`src/rtl/i2s_rx.sv`:
```
// I2S capture receiver: synchronizes SCLK/LRCLK/SDATA into clk_100M, deserializes
// MSB-first left/right words and hands completed pairs out through valid/ready.
module i2s_rx #(
   parameter int unsigned DATA_WIDTH  = 24,
   parameter int unsigned SLOT_BITS   = 32,
   parameter int unsigned SYNC_STAGES = 2
) (
   input  logic                  clk_100M,
   input  logic                  rst,
   input  logic                  sclk,
   input  logic                  lrclk,
   input  logic                  sdata,
   output logic [DATA_WIDTH-1:0] left_data,
   output logic [DATA_WIDTH-1:0] right_data,
   output logic                  sample_valid,
   input  logic                  sample_ready,
   output logic                  overrun,
   output logic                  frame_err
);

   localparam int unsigned CNT_MAX = SLOT_BITS + 1;
   localparam int unsigned CNT_W   = $clog2(CNT_MAX + 1);
   localparam logic [CNT_W-1:0] CNT_DW  = CNT_W'(DATA_WIDTH);
   localparam logic [CNT_W-1:0] CNT_SAT = CNT_W'(CNT_MAX);
   localparam logic [CNT_W-1:0] CNT_ONE = CNT_W'(1);

   typedef enum logic [1:0] {WAIT_SYNC, LEFT, RIGHT} state_t;

   logic [SYNC_STAGES-1:0] sclk_sync_q;
   logic [SYNC_STAGES-1:0] lrclk_sync_q;
   logic [SYNC_STAGES-1:0] sdata_sync_q;
   logic                   sclk_d_q;
   logic                   sclk_s;
   logic                   lrclk_s;
   logic                   sdata_s;
   logic                   sclk_rise;

   state_t                 state_q, state_d;
   logic                   lr_prev_q, lr_prev_d;
   logic [CNT_W-1:0]       bit_cnt_q, bit_cnt_d;
   logic [DATA_WIDTH-1:0]  shift_q, shift_d;
   logic [DATA_WIDTH-1:0]  left_hold_q, left_hold_d;
   logic                   left_ok_q, left_ok_d;
   logic [DATA_WIDTH-1:0]  left_data_q, left_data_d;
   logic [DATA_WIDTH-1:0]  right_data_q, right_data_d;
   logic                   valid_q, valid_d;
   logic                   overrun_q, overrun_d;
   logic                   frame_err_q, frame_err_d;
   logic                   pair_done;

   assign sclk_s    = sclk_sync_q[SYNC_STAGES-1];
   assign lrclk_s   = lrclk_sync_q[SYNC_STAGES-1];
   assign sdata_s   = sdata_sync_q[SYNC_STAGES-1];
   assign sclk_rise = sclk_s & ~sclk_d_q;

   // All three lines share the same chain depth so lrclk/sdata line up with the sclk edge.
   always_ff @(posedge clk_100M) begin
      if (!rst) begin
         sclk_sync_q  <= '0;
         lrclk_sync_q <= '0;
         sdata_sync_q <= '0;
         sclk_d_q     <= 1'b0;
      end else begin
         sclk_sync_q  <= {sclk_sync_q[SYNC_STAGES-2:0], sclk};
         lrclk_sync_q <= {lrclk_sync_q[SYNC_STAGES-2:0], lrclk};
         sdata_sync_q <= {sdata_sync_q[SYNC_STAGES-2:0], sdata};
         sclk_d_q     <= sclk_s;
      end
   end

   always_ff @(posedge clk_100M) begin
      if (!rst) begin
         state_q <= WAIT_SYNC;
      end else begin
         state_q <= state_d;
      end
   end

   always_ff @(posedge clk_100M) begin
      if (!rst) begin
         lr_prev_q    <= 1'b0;
         bit_cnt_q    <= '0;
         shift_q      <= '0;
         left_hold_q  <= '0;
         left_ok_q    <= 1'b0;
         left_data_q  <= '0;
         right_data_q <= '0;
         valid_q      <= 1'b0;
         overrun_q    <= 1'b0;
         frame_err_q  <= 1'b0;
      end else begin
         lr_prev_q    <= lr_prev_d;
         bit_cnt_q    <= bit_cnt_d;
         shift_q      <= shift_d;
         left_hold_q  <= left_hold_d;
         left_ok_q    <= left_ok_d;
         left_data_q  <= left_data_d;
         right_data_q <= right_data_d;
         valid_q      <= valid_d;
         overrun_q    <= overrun_d;
         frame_err_q  <= frame_err_d;
      end
   end

   always_comb begin
      state_d      = state_q;
      lr_prev_d    = lr_prev_q;
      bit_cnt_d    = bit_cnt_q;
      shift_d      = shift_q;
      left_hold_d  = left_hold_q;
      left_ok_d    = left_ok_q;
      left_data_d  = left_data_q;
      right_data_d = right_data_q;
      valid_d      = valid_q;
      overrun_d    = 1'b0;
      frame_err_d  = 1'b0;
      pair_done    = 1'b0;

      if (valid_q && sample_ready) begin
         valid_d = 1'b0;
      end

      if (sclk_rise) begin
         if (lrclk_s != lr_prev_q) begin
            // Boundary rise: its data bit is the I2S one-bit delay and is dropped.
            if (state_q != WAIT_SYNC && bit_cnt_q < CNT_DW) begin
               frame_err_d = 1'b1;
               left_ok_d   = 1'b0;
            end
            lr_prev_d = lrclk_s;
            bit_cnt_d = '0;
            shift_d   = '0;
            unique case (state_q)
               WAIT_SYNC: state_d = lrclk_s ? WAIT_SYNC : LEFT;
               LEFT:      state_d = RIGHT;
               RIGHT:     state_d = LEFT;
               default:   state_d = WAIT_SYNC;
            endcase
         end else if (bit_cnt_q < CNT_DW) begin
            shift_d   = {shift_q[DATA_WIDTH-2:0], sdata_s};
            bit_cnt_d = bit_cnt_q + CNT_ONE;
            if (bit_cnt_d == CNT_DW) begin
               if (state_q == LEFT) begin
                  left_hold_d = shift_d;
                  left_ok_d   = 1'b1;
               end else if (state_q == RIGHT && left_ok_q) begin
                  pair_done = 1'b1;
                  left_ok_d = 1'b0;
               end
            end
         end else if (bit_cnt_q != CNT_SAT) begin
            bit_cnt_d = bit_cnt_q + CNT_ONE;
            if (bit_cnt_d == CNT_SAT && state_q != WAIT_SYNC) begin
               frame_err_d = 1'b1;
            end
         end
      end

      // A same-cycle acceptance frees the output register for the new pair.
      if (pair_done) begin
         if (!valid_q || sample_ready) begin
            left_data_d  = left_hold_q;
            right_data_d = shift_d;
            valid_d      = 1'b1;
         end else begin
            overrun_d = 1'b1;
         end
      end
   end

   assign left_data    = left_data_q;
   assign right_data   = right_data_q;
   assign sample_valid = valid_q;
   assign overrun      = overrun_q;
   assign frame_err    = frame_err_q;

endmodule

```
`config.mk`:
```
export PLATFORM = sky130hd
export DESIGN_NAME = i2s_rx
export DESIGN_NICKNAME = d
export VERILOG_FILES = /design/src/rtl/i2s_rx.sv
export SDC_FILE = /design/constraint.sdc
export NUM_CORES = 1
export LEC_CHECK = 0
export CAP_MARGIN = 10
export CORE_UTILIZATION = 57
export CTS_BUF_LIST = sky130_fd_sc_hd__clkbuf_8
export CTS_CLUSTER_SIZE = 14
export DETAILED_ROUTE_END_ITERATION = 16
export GPL_TIMING_DRIVEN = 0
export PLACE_DENSITY_LB_ADDON = 0.05
export RECOVER_POWER = 25
export SYNTH_ARGS = -nofsm -noshare
export SYNTH_HDL_FRONTEND = slang
export SYNTH_SLANG_ARGS = --single-unit
```
`constraint.sdc`:
```
create_clock -name clk_100M -period 2.9 [get_ports clk_100M]
set_input_delay 0.435 -clock clk_100M [delete_from_list [all_inputs] [get_ports clk_100M]]
set_output_delay 0.435 -clock clk_100M [all_outputs]
set_load 0.05 [all_outputs]
```
After elaboration in Yosys (flattened, before gate mapping):

Index checks and enable logic that the tools add are counted.

* flip-flop bits (word level): 116
* bits of input ports: 6

* order comparisons: 1
* add/sub/neg operators: 1
* mux-type cells: 29
* bitwise gates (word level): 3
* reduce and logical (&&, ||, !) cells: 19
* eq/ne operators: 7

Operators with widths (number)
* 2-to-1 mux 24 bit: 3
* 2-to-1 mux 1 bit: 22
* 2-to-1 mux 6 bit: 3
* AND reduction 2 bit: 5
* AND reduction 5 bit: 2
* adder 6 x 1 -> 6 bit, second input constant: 1
* == test 6 x 5 -> 1 bit, second input constant: 1
* == test 6 bit, second input constant: 1
* < comparator 6 x 5 -> 1 bit, second input constant: 1
* inequality test 6 bit, second input constant: 1
* case mux 2 bit (3 select lines): 1
* nonzero test 2 bit: 3
* nonzero test 3 bit: 2
* logical AND 1 bit: 4
* == test 2 x 1 -> 1 bit, second input constant: 1
* == test 2 bit, second input constant: 1
* zero test 2 bit: 1
* inequality test 2 x 1 -> 1 bit, second input constant: 1
* inverter 1 bit: 2
* AND 1 bit: 1
* zero test 1 bit: 1
* logical OR 1 bit: 1
* inequality test 1 bit: 1

Longest topological paths before layout:

Gate-level depths: netlist of the first run.

* word-level depth: 9
* mapped depth: 9
* mapped depth without buffers: 7

Worst setup path before layout of the first run:

Ideal clock, no wire load.

* path type: register to register
* start point: reg bit_cnt_q[0]
* end point: reg left_hold_q[10]
* cell stages (with the launch flop): 10
* slack: 0.564 ns
* period minus slack after synthesis: 2.336 ns
* data arrival time: 2.220 ns
* required time: 2.784 ns
* cell sequence: dfxtp_1 ha_1 buf_2 or4b_4 o32ai_4 nor4b_2 buf_4 buf_12 mux2i_1 nor2b_1

* word-level cells in the longest chain between the ends: 3

Ends and longest elaborated chain
* from (decl): line 40 `logic [CNT_W-1:0] bit_cnt_q, bit_cnt_d;`
* from (signal assigned): line 93 `bit_cnt_q <= bit_cnt_d;`
* adder 6 x 1 -> 6 bit: line 141 `bit_cnt_d = bit_cnt_q + CNT_ONE;`
* == test 6 x 5 -> 1 bit: line 142 `if (bit_cnt_d == CNT_DW) begin`
* AND reduction 5 bit (no source line) *
* to (signal assigned): line 95 `left_hold_q <= left_hold_d;`
* to (decl): line 42 `logic [DATA_WIDTH-1:0] left_hold_q, left_hold_d;`

Mark *: on every way between the ends. The rest lies on a longest branch, timed or not.
A chain may end at the register's enable or synchronous reset.

Worst setup path after layout of the first run:

* start point: reg bit_cnt_q[0]
* end point: reg left_data_q[12], in the netlist left_data[12]

* word-level cells in the longest chain between the ends: 7

Ends and longest elaborated chain
* adder 6 x 1 -> 6 bit: line 141
* == test 6 x 5 -> 1 bit: line 142
* 2-to-1 mux 1 bit: line 142
* 2-to-1 mux 1 bit *: line 139 `end else if (bit_cnt_q < CNT_DW) begin`
* 2-to-1 mux 1 bit *: line 124 `if (lrclk_s != lr_prev_q) begin`
* 2-to-1 mux 1 bit *: line 123 `if (sclk_rise) begin`
* AND reduction 2 bit (no source line) *
* to (signal assigned): line 97 `left_data_q <= left_data_d;`
* to (decl): line 44 `logic [DATA_WIDTH-1:0] left_data_q, left_data_d;`

Marked as above.

==> impl_metrics.json, run 1 <==
{
  "run_status": "finished clean",
  "firstDrtPassIters": 5,
  "yosys_warnings": 0,
  "period_share_pct": 93.1,
  "vias": 3544,
  "port_buffers": 55,
  "final.fill_count": 620,
  "slew_violations": 0,
  "path_max_fanout": 10,
  "fmaxAchievable_mhz": 370,
  "p_total_uw": 3120,
  "relSlewSlack_pct": 61.5,
  "cts_setup_buffers": 0,
  "rsz0062_at_grt": "no",
  "synth_top_cell_area_share_pct": 50.0,
  "clockPowerShare_pct": 46.7,
  "setup_violations": 0,
  "swShare_pct": 23.5,
  "antenna_cells": 0,
  "skew_ns": 0.0137,
  "wl_per_cell_um": 14.5,
  "gp_congestion": 0.822,
  "ys_seq_area_share_pct": 50.0,
  "yosysMostFrequentCell": "dfxtp_1",
  "power_frac_comb_pct": 2.4,
  "yosys.area.top_type": "dfxtp_1",
  "synth_edf_count": 0,
  "post_cts_resized": 0,
  "utilization_pct": 73.0,
  "io_pins": 57,
  "worst_setup_path_end_kind": "flop",
  "clockRootBuffer": "clkbuf_8",
  "num_rows": 32,
  "grt_pass1_vias": 3435,
  "clk_latency_ns": 0.43,
  "seq_area_mm2": 0.00230,
  "peakVddDrop_v": 0.000350,
  "start_util_pct": 59.3,
  "groute.usage.overall_pct": 25.1,
  "tightest_slew_ns": 0.578,
  "ys.flop_type": "dfxtp_1",
  "required_ns": 3.21,
  "synth_commonest_cells": "dfxtp_1, nand2_1, a21boi_0",
  "synth_seq_cells": 115,
  "layout.nets": 569,
  "synth_nets": 495,
  "final_cells": 674,
  "p_int_uw": 2380,
  "synthCells": 485,
  "synth_cell_types": 43,
  "place.detailed.hpwl_um": 6740,
  "ant_nets": 0,
  "synth_area_leaders": "dfxtp_1, nand2_1, a21boi_0",
  "seqPwrFrac_pct": 51.0,
  "synthToLayoutAreaGrowth_pct": 23.2,
  "grt_pass1_wl_um": 16400,
  "synth_area_mm2": 0.00460,
  "cp.arrival_ns": 3.01,
  "grt_antenna_before_repair": 0,
  "switching_power_uw": 733,
  "cts_buffers": 17,
  "cts_tree": "done",
  "die_width_um": 91.9,
  "drt_iter0_markers": 158,
  "postSynth.asyncResetShare_pct": 0,
  "dp.cells": 642,
  "tns_ns": 0,
  "cp-start-kind": "flop",
  "cts_buffer_depth": 2,
  "grt_overflow_total": 0,
  "cts.reportedPaths.clkPinSlew_ns": 0.07,
  "p_per_area_mw_per_mm2": 549,
  "hold_viol": 0,
  "multi_input_area_mm2": 0.00210,
  "wl_um": 9760,
  "min_path_type": "in2reg",
  "whs_ns": 0.376,
  "cap_violations": 0,
  "core_mm2": 0.00777,
  "post_drt_via_cell_ratio": 5.26,
  "grt_max_degree": 17,
  "layout-drive-gt1-share_pct": 8.74,
  "clkSinkCount": 115,
  "hold_buffers": 0,
  "cts_max_level": 4,
  "drc": 0,
  "dieArea_mm2": 0.00844,
  "dieHeight_um": 91.9,
  "syn_avg_cell_area_um2": 9.49,
  "p_leak_uw": 0.00201,
  "fin_crit_ns": 2.70,
  "criticalPathCategory": "reg2reg"
}
[placed cells by master, fill, tap and decap left out, types with 3 or more instances in the layout]
master             n
nor2b_1           33
a22o_1            23
inv_1              3
and2_0             4
a21oi_1            8
clkbuf_8          17
a21boi_0          45
nand3_1            5
dfxtp_1          115
and3_1             3
clkinv_2           4
inv_6              3
nor2_1             6
buf_2              5
buf_4              4
nand2_1          106
clkinv_4           4
mux2i_1           26
dlygate4sd3_1     24
o21ai_0            4
a21boi_1           5
clkbuf_1          21
nand2b_1           3
and2_1            28
ha_1               4
clkdlybuf4s50_1   31
xnor2_1            5
[metal layers]
layer,global-route usage (%),part of all wire [%],routed length (um)
met1,31.2,47,4630
met4,8.59,1.3,124
met2,42.6,48,4670
met5,0,0,0
met3,5.97,3.4,333
[logic make-up (layout without fill, tap and decap cells)]
kind of cell	after synthesis	after routing	share of synthesized area, %
AND/OR/NAND/NOR	200	200	21.5
flip-flops	115	115	50.0
AO/OA/AOI/OAI	94	94	15.7
buffers and inverters	38	125	4.43
multiplexers	28	28	6.14
XOR/XNOR	6	6	1.14
adder cells (fa/ha/maj)	4	4	1.09
[critical path, cell delays in order (launching register included)]
cell and delay, ns:
dfxtp_1 0.36, ha_1 0.20, buf_2 0.17, or4b_4 0.50
o32ai_4 0.29, nand4_1 0.25, buf_2 0.27, buf_1 0.30
nand2_1 0.15, a21boi_0 0.09
[power by group through the flow]
| stage | Combinational (uW) | Sequential, uW | Clock [uW] |
|---|---|---|---|
| floorplan | 49.1 | 1620 | 0 |
| global placement | 72.6 | 1620 | 0 |
| detailed placement | 74.1 | 1620 | 0 |
| CTS | 74.7 | 1590 | 1470 |
| global route | 81.0 | 1590 | 1550 |
| finish | 74.1 | 1590 | 1450 |
[worst paths after layout]
path,start,end,slack [ns],cells past startpoint
hold reg to reg,sclk_sync_q[0],sclk_sync_q[1],0.44,1
setup reg to reg,bit_cnt_q[0],left_data[12],0.20,9
hold / removal,rst,left_hold_q[3],0.38,2
setup / recovery,bit_cnt_q[0],left_data[12],0.20,9
[layout make-up]
class / count / area share, %
Tap cell: 102 / 2.25
Sequential cell: 115 / 40.6
Clock inverter: 15 / 2.76
Timing Repair Buffer: 55 / 9.70
Inverter: 3 / 0.199
Buffer: 35 / 3.40
Clock buffer: 17 / 4.12
Multi-Input combinational cell: 332 / 37.0
[flip-flops by register name (all words and copies together), names as in the netlist]
name,cells
bit_cnt_q,6
left_hold_q,24
left_data,24
overrun,1
sample_valid,1
sclk_sync_q,2
right_data,24
shift_q,23
lr_prev_q,1
lrclk_sync_q,2
left_ok_q,1
sclk_d_q,1
sdata_sync_q,2
frame_err,1
state_q,2
[per-stage QoR]
stage / cell area, um^2 / worst slack [ns]
5_1_grt: 5670 / 0.0539
6_report: 5670 / 0.201
4_1_cts: 5670 / 0.191
3_5_place_dp: 5280 / 0.220
3_3_place_gp: 5280 / 0.252
2_1_floorplan: 4600 / 0.564
(Power assumes the default switching activity.)
==> inputs of run 2 (changes only) <==
CTS_CLUSTER_DIAMETER = 30   (was unset)
GPL_ROUTABILITY_DRIVEN = 0   (was unset)
==> results of run 2 <==
No change in the layout: final DEF, timing and power equal those of run 1.
==> inputs of run 3 (changes only) <==
PLACE_DENSITY = 0.85   (was unset)
PLACE_DENSITY_LB_ADDON = unset   (was 0.05)
==> run 3 against run 2 <==
  * Fmax is 0.72% higher
  * Core utilization is 0.081 points higher
  * Routed wire length is 6.1% higher
  * Die area stayed put
  * First-iteration DRC count is 30% higher
  * Register-to-register slack better by 0.02 ns
  * Worst hold slack better by 0.0035 ns
  * Critical path type unchanged
  * Largest cell class unchanged
==> impl_metrics.json, run 3 (same netlist as run 1, synthesis figures left out) <==
{
  "drc": 0,
  "top_usage_layer": "met2",
  "path_cells": "ha_1 > buf_2 > or4b_4 > o32ai_4 > nand4_1 > buf_2 > buf_1 > nand2_1 > a21boi_0",
  "start_util_pct": 59.3,
  "relSlewSlack_pct": 61.2,
  "post_cts_resized": 0,
  "period_share_pct": 92.4,
  "layout.nets": 569,
  "fmaxAchievable_mhz": 373,
  "drt_iter0_markers": 206,
  "setup_violations": 0,
  "min_path_type": "in2reg",
  "cap_violations": 0,
  "final_cell_mix": "dfxtp_1, nand2_1, a21boi_0",
  "hold_start": "rst",
  "slew_violations": 0,
  "dieHeight_um": 91.9,
  "use_met2_pct": 44.2,
  "grt_antenna_before_repair": 0,
  "core_mm2": 0.00777,
  "clockPowerShare_pct": 46.9,
  "port_buffers": 55,
  "slowest_stage": "or4b_4",
  "slowest_delay_ns": 0.52,
  "peakVddDrop_v": 0.000338,
  "tightest_slew_ns": 0.580,
  "required_ns": 3.22,
  "path_buf_inv": 3,
  "run_status": "finished clean",
  "holdPathEnd": "left_hold_q[7]",
  "cts.reportedPaths.clkPinSlew_ns": 0.07,
  "cts_max_level": 4,
  "regToRegStartpoint": "bit_cnt_q[0]",
  "wl_per_cell_um": 15.4,
  "cp-start-kind": "flop",
  "fin_crit_ns": 2.68,
  "cts_setup_buffers": 0,
  "groute.usage.overall_pct": 26.3,
  "skew_ns": 0.00886,
  "grtUsageMet1_pct": 30.6,
  "rrSetupSlack_ns": 0.22,
  "cts_buffers": 17,
  "tns_ns": 0,
  "rsz0062_at_grt": "no",
  "clk_latency_ns": 0.43,
  "criticalPathCategory": "reg2reg",
  "hold_viol": 0,
  "p_leak_uw": 0.00199,
  "grt_pass1_wl_um": 16900,
  "hold_buffers": 0,
  "vias": 3669,
  "cp.arrival_ns": 3.00,
  "antenna_cells": 0,
  "num_rows": 32,
  "clkSinkCount": 115,
  "p_total_uw": 3130,
  "post_drt_via_cell_ratio": 5.44,
  "clockRootBuffer": "clkbuf_8",
  "wl_um": 10400,
  "cp_common_cell": "buf_2",
  "firstDrtPassIters": 5,
  "final.fill_count": 603,
  "power_frac_comb_pct": 2.4,
  "ff2ff_path_depth": 9,
  "dieArea_mm2": 0.00844,
  "layout_commonest_cell": "dfxtp_1",
  "ant_nets": 0,
  "die_width_um": 91.9,
  "io_pins": 57,
  "switching_power_uw": 710,
  "path_max_fanout": 10,
  "worst_setup_path_end_kind": "flop",
  "cts_buffer_depth": 2,
  "p_int_uw": 2420,
  "p_per_area_mw_per_mm2": 551,
  "grt_max_degree": 17,
  "grt_overflow_total": 0,
  "layout-drive-gt1-share_pct": 8.57,
  "grt_pass1_vias": 3547,
  "cts_tree": "done",
  "synthToLayoutAreaGrowth_pct": 23.3,
  "seqPwrFrac_pct": 50.8,
  "global_route.usage.met3_pct": 7.71,
  "crit_family": "simple AND/OR/NAND/NOR gates",
  "reg2reg_to": "right_data[19]",
  "worstHoldPathCells": 2,
  "swShare_pct": 22.7,
  "place.detailed.hpwl_um": 7100
}
-- run 3: cell count changes in the layout (fill, tap and decap cells not counted), sizes merged --
cell	previous run	this run
clkinv	8	5
dlygate4sd3	24	21
clkbuf	38	40
clkdlybuf4s50	31	34
inv	6	5
clkinvlp	2	4
-- run 3: area by class of cell --
| cell class | instances | area, um^2 | area share [%] |
|---|---|---|---|
| timing repair buffer | 55 | 551 | 9.69 |
| clock buffer | 19 | 262 | 4.60 |
| multi-input combinational | 332 | 2100 | 36.9 |
| tap | 102 | 128 | 2.25 |
| inverter | 3 | 11.3 | 0.198 |
| buffer | 35 | 193 | 3.39 |
| sequential | 115 | 2300 | 40.5 |
| clock inverter | 13 | 135 | 2.38 |
-- run 3: worst max path at each step --
stage,startpoint,cells past startpoint,end,slack [ns]
3_3_place_gp,bit_cnt_q[0],9,left_data[2],0.32
6_report,bit_cnt_q[0],9,right_data[19],0.22
3_5_place_dp,bit_cnt_q[0],9,left_data[10],0.27
4_1_cts,bit_cnt_q[0],9,right_data[19],0.22
2_1_floorplan,bit_cnt_q[0],9,left_hold_q[10],0.56
5_1_grt,bit_cnt_q[0],9,left_data[0],0.02
-- run 3: layer usage --
| metal | wire length, um | vias up | part of all wire, % |
|---|---|---|---|
| met2 | 5060 | 116 | 49 |
| met4 | 265 | 0 | 2.6 |
| met3 | 558 | 30 | 5.4 |
| met5 | 0 | - | 0 |
| li1 | - | 1771 | - |
| met1 | 4480 | 1752 | 43 |
-- run 3: stage by stage --
| step | cell area [um^2] | utilization (%) | hold slack (ns) | setup slack (ns) | instances |
|---|---|---|---|---|---|
| after detailed placement | 5280 | 68.0 | 0.422 | 0.269 | 642 |
| after floorplan | 4600 | - | 0.412 | 0.564 | 485 |
| after global placement | 5280 | 68.0 | 0.415 | 0.316 | 642 |
| final | 5680 | 73.1 | 0.379 | 0.220 | 674 |
| after CTS | 5680 | 73.1 | 0.368 | 0.222 | 674 |
| after global routing | 5680 | 73.1 | 0.393 | 0.0188 | 674 |
-- run 3: power by group through the flow --
stage,Combinational [uW],Clock (uW),Sequential [uW]
global route,80.2,1550,1590
CTS,73.9,1470,1590
detailed placement,73.4,0,1620
finish,74.0,1470,1590
global placement,71.4,0,1620
floorplan,49.1,0,1620
